**config.mk**
```make
export PLATFORM = sky130hd
export DESIGN_NAME = bit_reverse_accel_deadlock_reporter
export DESIGN_NICKNAME = d
export VERILOG_FILES = /design/src/rtl/bit_reverse_accel_deadlock_pkg.sv /design/src/rtl/bit_reverse_accel_deadlock_stall_counter.sv /design/src/rtl/bit_reverse_accel_deadlock_reporter.sv
export SDC_FILE = /design/constraint.sdc
export NUM_CORES = 1
export LEC_CHECK = 0
export BUFFER_PORTS_ARGS = -buffer_cell sky130_fd_sc_hd__buf_2
export CELL_PAD_IN_SITES_DETAIL_PLACEMENT = 0
export CELL_PAD_IN_SITES_GLOBAL_PLACEMENT = 2
export CORE_ASPECT_RATIO = 0.6
export CORE_UTILIZATION = 34
export CTS_CLUSTER_DIAMETER = 50
export DETAILED_ROUTE_END_ITERATION = 7
export GPL_ROUTABILITY_DRIVEN = 0
export PLACE_DENSITY = 0.9
export SYNTH_ARGS = -nofsm -noshare
export SYNTH_HDL_FRONTEND = slang
export SYNTH_SLANG_ARGS = --single-unit
```
**constraint.sdc**
```tcl
create_clock -name ap_clk -period 5.3 [get_ports ap_clk]
set_clock_uncertainty 0.15 [all_clocks]
set_input_delay 0 -clock ap_clk [delete_from_list [all_inputs] [get_ports ap_clk]]
set_output_delay 0 -clock ap_clk [all_outputs]
set_load 0.05 [all_outputs]
```
**src/rtl/bit_reverse_accel_deadlock_pkg.sv**
```systemverilog
// bit_reverse_accel_deadlock_pkg: shared FSM states, report-beat layout and helpers for the deadlock reporter.
package bit_reverse_accel_deadlock_pkg;
    typedef enum logic [1:0] {MONITOR, REPORT, LATCHED} state_e;
    localparam int SRC_LSB     = 0;
    localparam int SRC_W       = 8;
    localparam int MASK_LSB    = 8;
    localparam int MASK_W      = 8;
    localparam int CNT_LSB     = 16;
    localparam int EVENT_CNT_W = 16;
    localparam int TS_LSB      = 32;
    localparam int TS_W        = 32;
    localparam int REPORT_W    = 64;

    function automatic logic [SRC_W-1:0] first_set(input logic [MASK_W-1:0] m);
        first_set = '0;
        for (int i = MASK_W - 1; i >= 0; i--)
            if (m[i]) first_set = SRC_W'(i);
    endfunction
endpackage

```
**src/rtl/bit_reverse_accel_deadlock_stall_counter.sv**
```systemverilog
// bit_reverse_accel_deadlock_stall_counter: counts consecutive blocked cycles of one source, saturating at THRESH,
// and flags the THRESH-th consecutive blocked cycle.
module bit_reverse_accel_deadlock_stall_counter #(
    parameter int THRESH = 1024,
    parameter int CNT_W  = 16
) (
    input  logic             clk,
    input  logic             rst_n,
    input  logic             block,
    input  logic             enable,
    output logic             trip,
    output logic [CNT_W-1:0] cnt
);
    logic [CNT_W-1:0] cnt_q, cnt_d;

    always_comb begin
        cnt_d = !(enable && block) ? '0 : (cnt_q == CNT_W'(THRESH)) ? cnt_q : cnt_q + 1'b1;
        trip  = enable && block && (cnt_q == CNT_W'(THRESH - 1));
    end

    always_ff @(posedge clk or negedge rst_n)
        if (!rst_n) cnt_q <= '0;
        else        cnt_q <= cnt_d;

    assign cnt = cnt_q;
endmodule

```
**src/rtl/bit_reverse_accel_deadlock_reporter.sv**
```systemverilog
// bit_reverse_accel_deadlock_reporter: qualifies monitor block flags, latches the first deadlock and sends one report beat.
// Define DEADLOCK_TIMESTAMP_EN to stamp the report with a free-running 32-bit cycle counter.
module bit_reverse_accel_deadlock_reporter
    import bit_reverse_accel_deadlock_pkg::*;
#(
    parameter int NUM_SRC = 2,
    parameter int THRESH  = 1024,
    parameter int CNT_W   = 16
) (
    input  logic                   ap_clk,
    input  logic                   ap_rst_n,
    input  logic [NUM_SRC-1:0]     block_in,
    input  logic                   clear,
    output logic [REPORT_W-1:0]    report_tdata,
    output logic                   report_tvalid,
    input  logic                   report_tready,
    output logic                   deadlock,
    output logic [EVENT_CNT_W-1:0] event_count
);
    state_e                         state_q, state_d;
    logic [REPORT_W-1:0]            data_q, data_d;
    logic [EVENT_CNT_W-1:0]         evt_q, evt_d;
    logic [NUM_SRC-1:0]             trip;
    logic [NUM_SRC-1:0][CNT_W-1:0] cnt;
    logic [TS_W-1:0]                ts;
    logic                           unused_cnt;

    for (genvar g = 0; g < NUM_SRC; g++) begin : g_src
        bit_reverse_accel_deadlock_stall_counter #(.THRESH(THRESH), .CNT_W(CNT_W)) u_cnt (
            .clk    (ap_clk),
            .rst_n  (ap_rst_n),
            .block  (block_in[g]),
            .enable (state_q == MONITOR),
            .trip   (trip[g]),
            .cnt    (cnt[g])
        );
    end

    assign unused_cnt = ^cnt;

`ifdef DEADLOCK_TIMESTAMP_EN
    logic [TS_W-1:0] ts_q;
    always_ff @(posedge ap_clk or negedge ap_rst_n)
        if (!ap_rst_n) ts_q <= '0;
        else           ts_q <= ts_q + 1'b1;
    assign ts = ts_q;
`else
    assign ts = '0;
`endif

    always_comb begin
        state_d = state_q;
        data_d  = data_q;
        evt_d   = evt_q;
        if (state_q == MONITOR && |trip) begin
            evt_d                        = evt_q + EVENT_CNT_W'(evt_q != '1);
            data_d[SRC_LSB +: SRC_W]     = first_set(MASK_W'(trip));
            data_d[MASK_LSB +: MASK_W]   = MASK_W'(trip);
            data_d[CNT_LSB +: EVENT_CNT_W] = evt_d;
            data_d[TS_LSB +: TS_W]       = ts;
            state_d                      = REPORT;
        end
        // clear is deliberately ignored until the beat has been accepted
        if (state_q == REPORT && report_tready) state_d = LATCHED;
        if (state_q == LATCHED && clear)        state_d = MONITOR;
    end

    always_ff @(posedge ap_clk or negedge ap_rst_n)
        if (!ap_rst_n) begin
            state_q <= MONITOR;
            data_q  <= '0;
            evt_q   <= '0;
        end else begin
            state_q <= state_d;
            data_q  <= data_d;
            evt_q   <= evt_d;
        end

    assign report_tdata  = data_q;
    assign report_tvalid = state_q == REPORT;
    assign deadlock      = state_q != MONITOR;
    assign event_count   = evt_q;
endmodule

```
==> summary.md <==
| Metric | Value |
|---|---|
| Synth cell types | 36 |
| Yosys reg bits | 53 |
| H-tree depth | 2 |
| Die W | 126 um |
| Worst-path clk slew | 0.07 ns |
| Worst R2R Start | event_count[2]$_DFFE_PN0P_ |
| Initial Util | 0.359 |
| Total GRT Usage | 0.135 |
| Asr flop ratio synth | 1.00 |
| Core Util, Final | 0.387 |
| Antenna-violating nets left | 0 |
| TritonRoute pass-1 iters | 4 |
| WL/cell | 13.0 um |
| Final wirelength | 6080 um |
| PD cells | 280 mW/mm^2 |
| Initial antenna violation count | 0 |
| Setup TNS | 0 ns |
| Leakage | 1.65 nW |
| Worst Tran Pin Value | 0.684 ns |
| Sequential fraction of the synthesis area | 0.422 |
| Post-cts resize count | 0 |
| Root Buffer | clkbuf_16 |
| Core area | 0.00875 mm^2 |
| Rel. slew slack | 0.544 |
| Via count | 2,174 |
| Grt ovf | 0 |
| Clock sinks | 53 |
| Die Height | 76.5 um |
| Mapped Area | 0.00314 mm^2 |
| Worst Setup Start Kind | register |
| IO Pins | 88 |
| Post-route clock period utilization | 0.532 |
| Final setup violation count | 0 |
| Hold Crit Class | input port to asynchronous set/reset pin |
| Vias per inst | 4.65 |
| Nets | 368 |
| VDD IR max | 0.174 mV |
| CTS tree | yes |
| Antenna Cells | 0 |
| Crit path DAT | 2.84 ns |
| Vias in the first global route | 1,968 |
| Num rows | 26 |
| DRC Markers | 0 |
| Crit-path max FO | 11 |
| Starting DRT DRC Count | 149 |
| Setup CP Type | register to register |
| Final std cells w/o fill | 468 |
| Status | finished clean |
| Placed insts | 456 |
| Dpl hpwl | 4340 um |
| Max Clk Rate | 355 MHz |
| Worst Setup End Kind | register |
| Mapped Cells | 325 |
| Pin count of the biggest net entering global routing | 54 |
| Area occupied by multi-input gates | 0.00147 mm^2 |
| Worst EP required | 5.32 ns |
| First-pass GRT wire length | 10,200 um |
| Syn-to-layout area delta | 7.88% |
| FILL cells | 883 |
| Share of layout cells above drive strength 1 | 0.169 |
| Top_reg_cell synth | dfrtp_1 |
| Commonest non-fill, non-tap cells in the layout | dfrtp_1, conb_1, buf_2 |
| Max-cap violations | 0 |
| Final Hold Fails | 0 |
| CTS Buf Count | 5 |
| Count of pins over their slew limit | 0 |
| Most common cell after layout, fill and taps aside | dfrtp_1 |
| Reg2Reg Depth | 6 |
| CTS max path bufs | 2 |
| Syn_area_per_cell | 9.67 um^2 |
| Yosys warns | 0 |
| Crit path time final | 2.82 ns |
| RSZ-0062 raised after global routing | no |
| Clk_lat worst skew | 0.30 ns |
| Hold_ws | 0.205 ns |
| Worst Setup SP | event_count[2]$_DFFE_PN0P_ |
| IO buf count | 42 |
| Die area | 0.00965 mm^2 |
| Number of synthesized flops with an enable pin | 0 |
| Register area | 0.00133 mm^2 |
## cell usage after synthesis, types with 6 or more instances
cell / count / area share
xor2_1: 26 / 0.072
and3_1: 10 / 0.020
nand3_1: 22 / 0.035
buf_4: 61 / 0.15
nor2_1: 31 / 0.037
dfrtp_1: 53 / 0.42
ha_1: 7 / 0.028
and4_1: 7 / 0.020
clkbuf_1: 6 / 0.0072
nand4_1: 10 / 0.020
nand2_1: 19 / 0.023
inv_1: 6 / 0.0072
xnor2_1: 14 / 0.039
o21ai_0: 8 / 0.013
## sequential cells by signal, indices dropped and copies added (netlist names)
signal,count
event_count,15
g_src.u_cnt.cnt,32
report_tdata,4
state_q,2
## cells by family (layout without fill, tap and decap cells)
logic type | after synthesis | count (layout) | share of synthesized area
AND/OR/NAND/NOR | 132 | 132 | 0.238
AO/OA/AOI/OAI | 17 | 17 | 0.0330
multiplexers | 1 | 1 | 0.00318
buffers and inverters | 74 | 61 | 0.164
XOR/XNOR | 40 | 40 | 0.111
adder cells (fa/ha/maj) | 7 | 7 | 0.0279
flip-flops | 53 | 53 | 0.422
other | 1 | 45 | 0.00119
## final timing paths
check	endpoint	slack [ns]
min	g_src[1].u_cnt.cnt[2]$_DFFE_PN0P_	0.21
min in group ap_clk	g_src[0].u_cnt.cnt[15]$_DFFE_PN0P_	0.32
min reg2reg	event_count[5]$_DFFE_PN0P_	0.35
max in group asynchronous	g_src[0].u_cnt.cnt[8]$_DFFE_PN0P_	4.33
max reg2reg	event_count[6]$_DFFE_PN0P_	2.48
max	event_count[6]$_DFFE_PN0P_	2.48
## repair_timing
item                      4_1_cts  5_1_grt
hold endpoints to repair       55        0
setup buffers                   0        0
hold buffers                    4        0
## area by class of cell
type                       count  area share
inverter                       6     0.00664
clock buffer                   6      0.0410
multi-input combinational    242       0.433
sequential                    53       0.391
timing repair buffer          47      0.0760
clock inverter                 2      0.0111
tap                          112      0.0413
## routing by layer
layer / global-route usage / up-vias / wire length, um
met5: 0 / - / 0
met4: 0.0325 / 0 / 58
met3: 0.0393 / 8 / 237
met2: 0.171 / 45 / 2320
met1: 0.215 / 1062 / 3460
li1: - / 1059 / -
## power breakdown
group          internal (mW)  switching, mW
registers              0.412         0.0111
logic                 0.0182          0.121
clock network          0.236          0.150
total                  0.666          0.282
## worst max-delay path, cell delays in order (launching register included)
cell and delay [ns]:
dfrtp_1 0.47, nand4_1 0.55, or3_1 0.59, ha_1 0.26
ha_1 0.31, nor3b_2 0.20, xor2_1 0.16
## per-stage QoR
stage / total power, mW / instance area, um^2 / worst slack, ns
3_5_place_dp: 0.569 / 3170 / 2.52
6_report: 0.949 / 3390 / 2.48
2_1_floorplan: 0.574 / 3310 / 2.48
3_3_place_gp: 0.568 / 3170 / 2.51
5_1_grt: 0.990 / 3390 / 2.38
4_1_cts: 0.965 / 3390 / 2.50
Note: power is estimated with default switching activity, not from simulation.
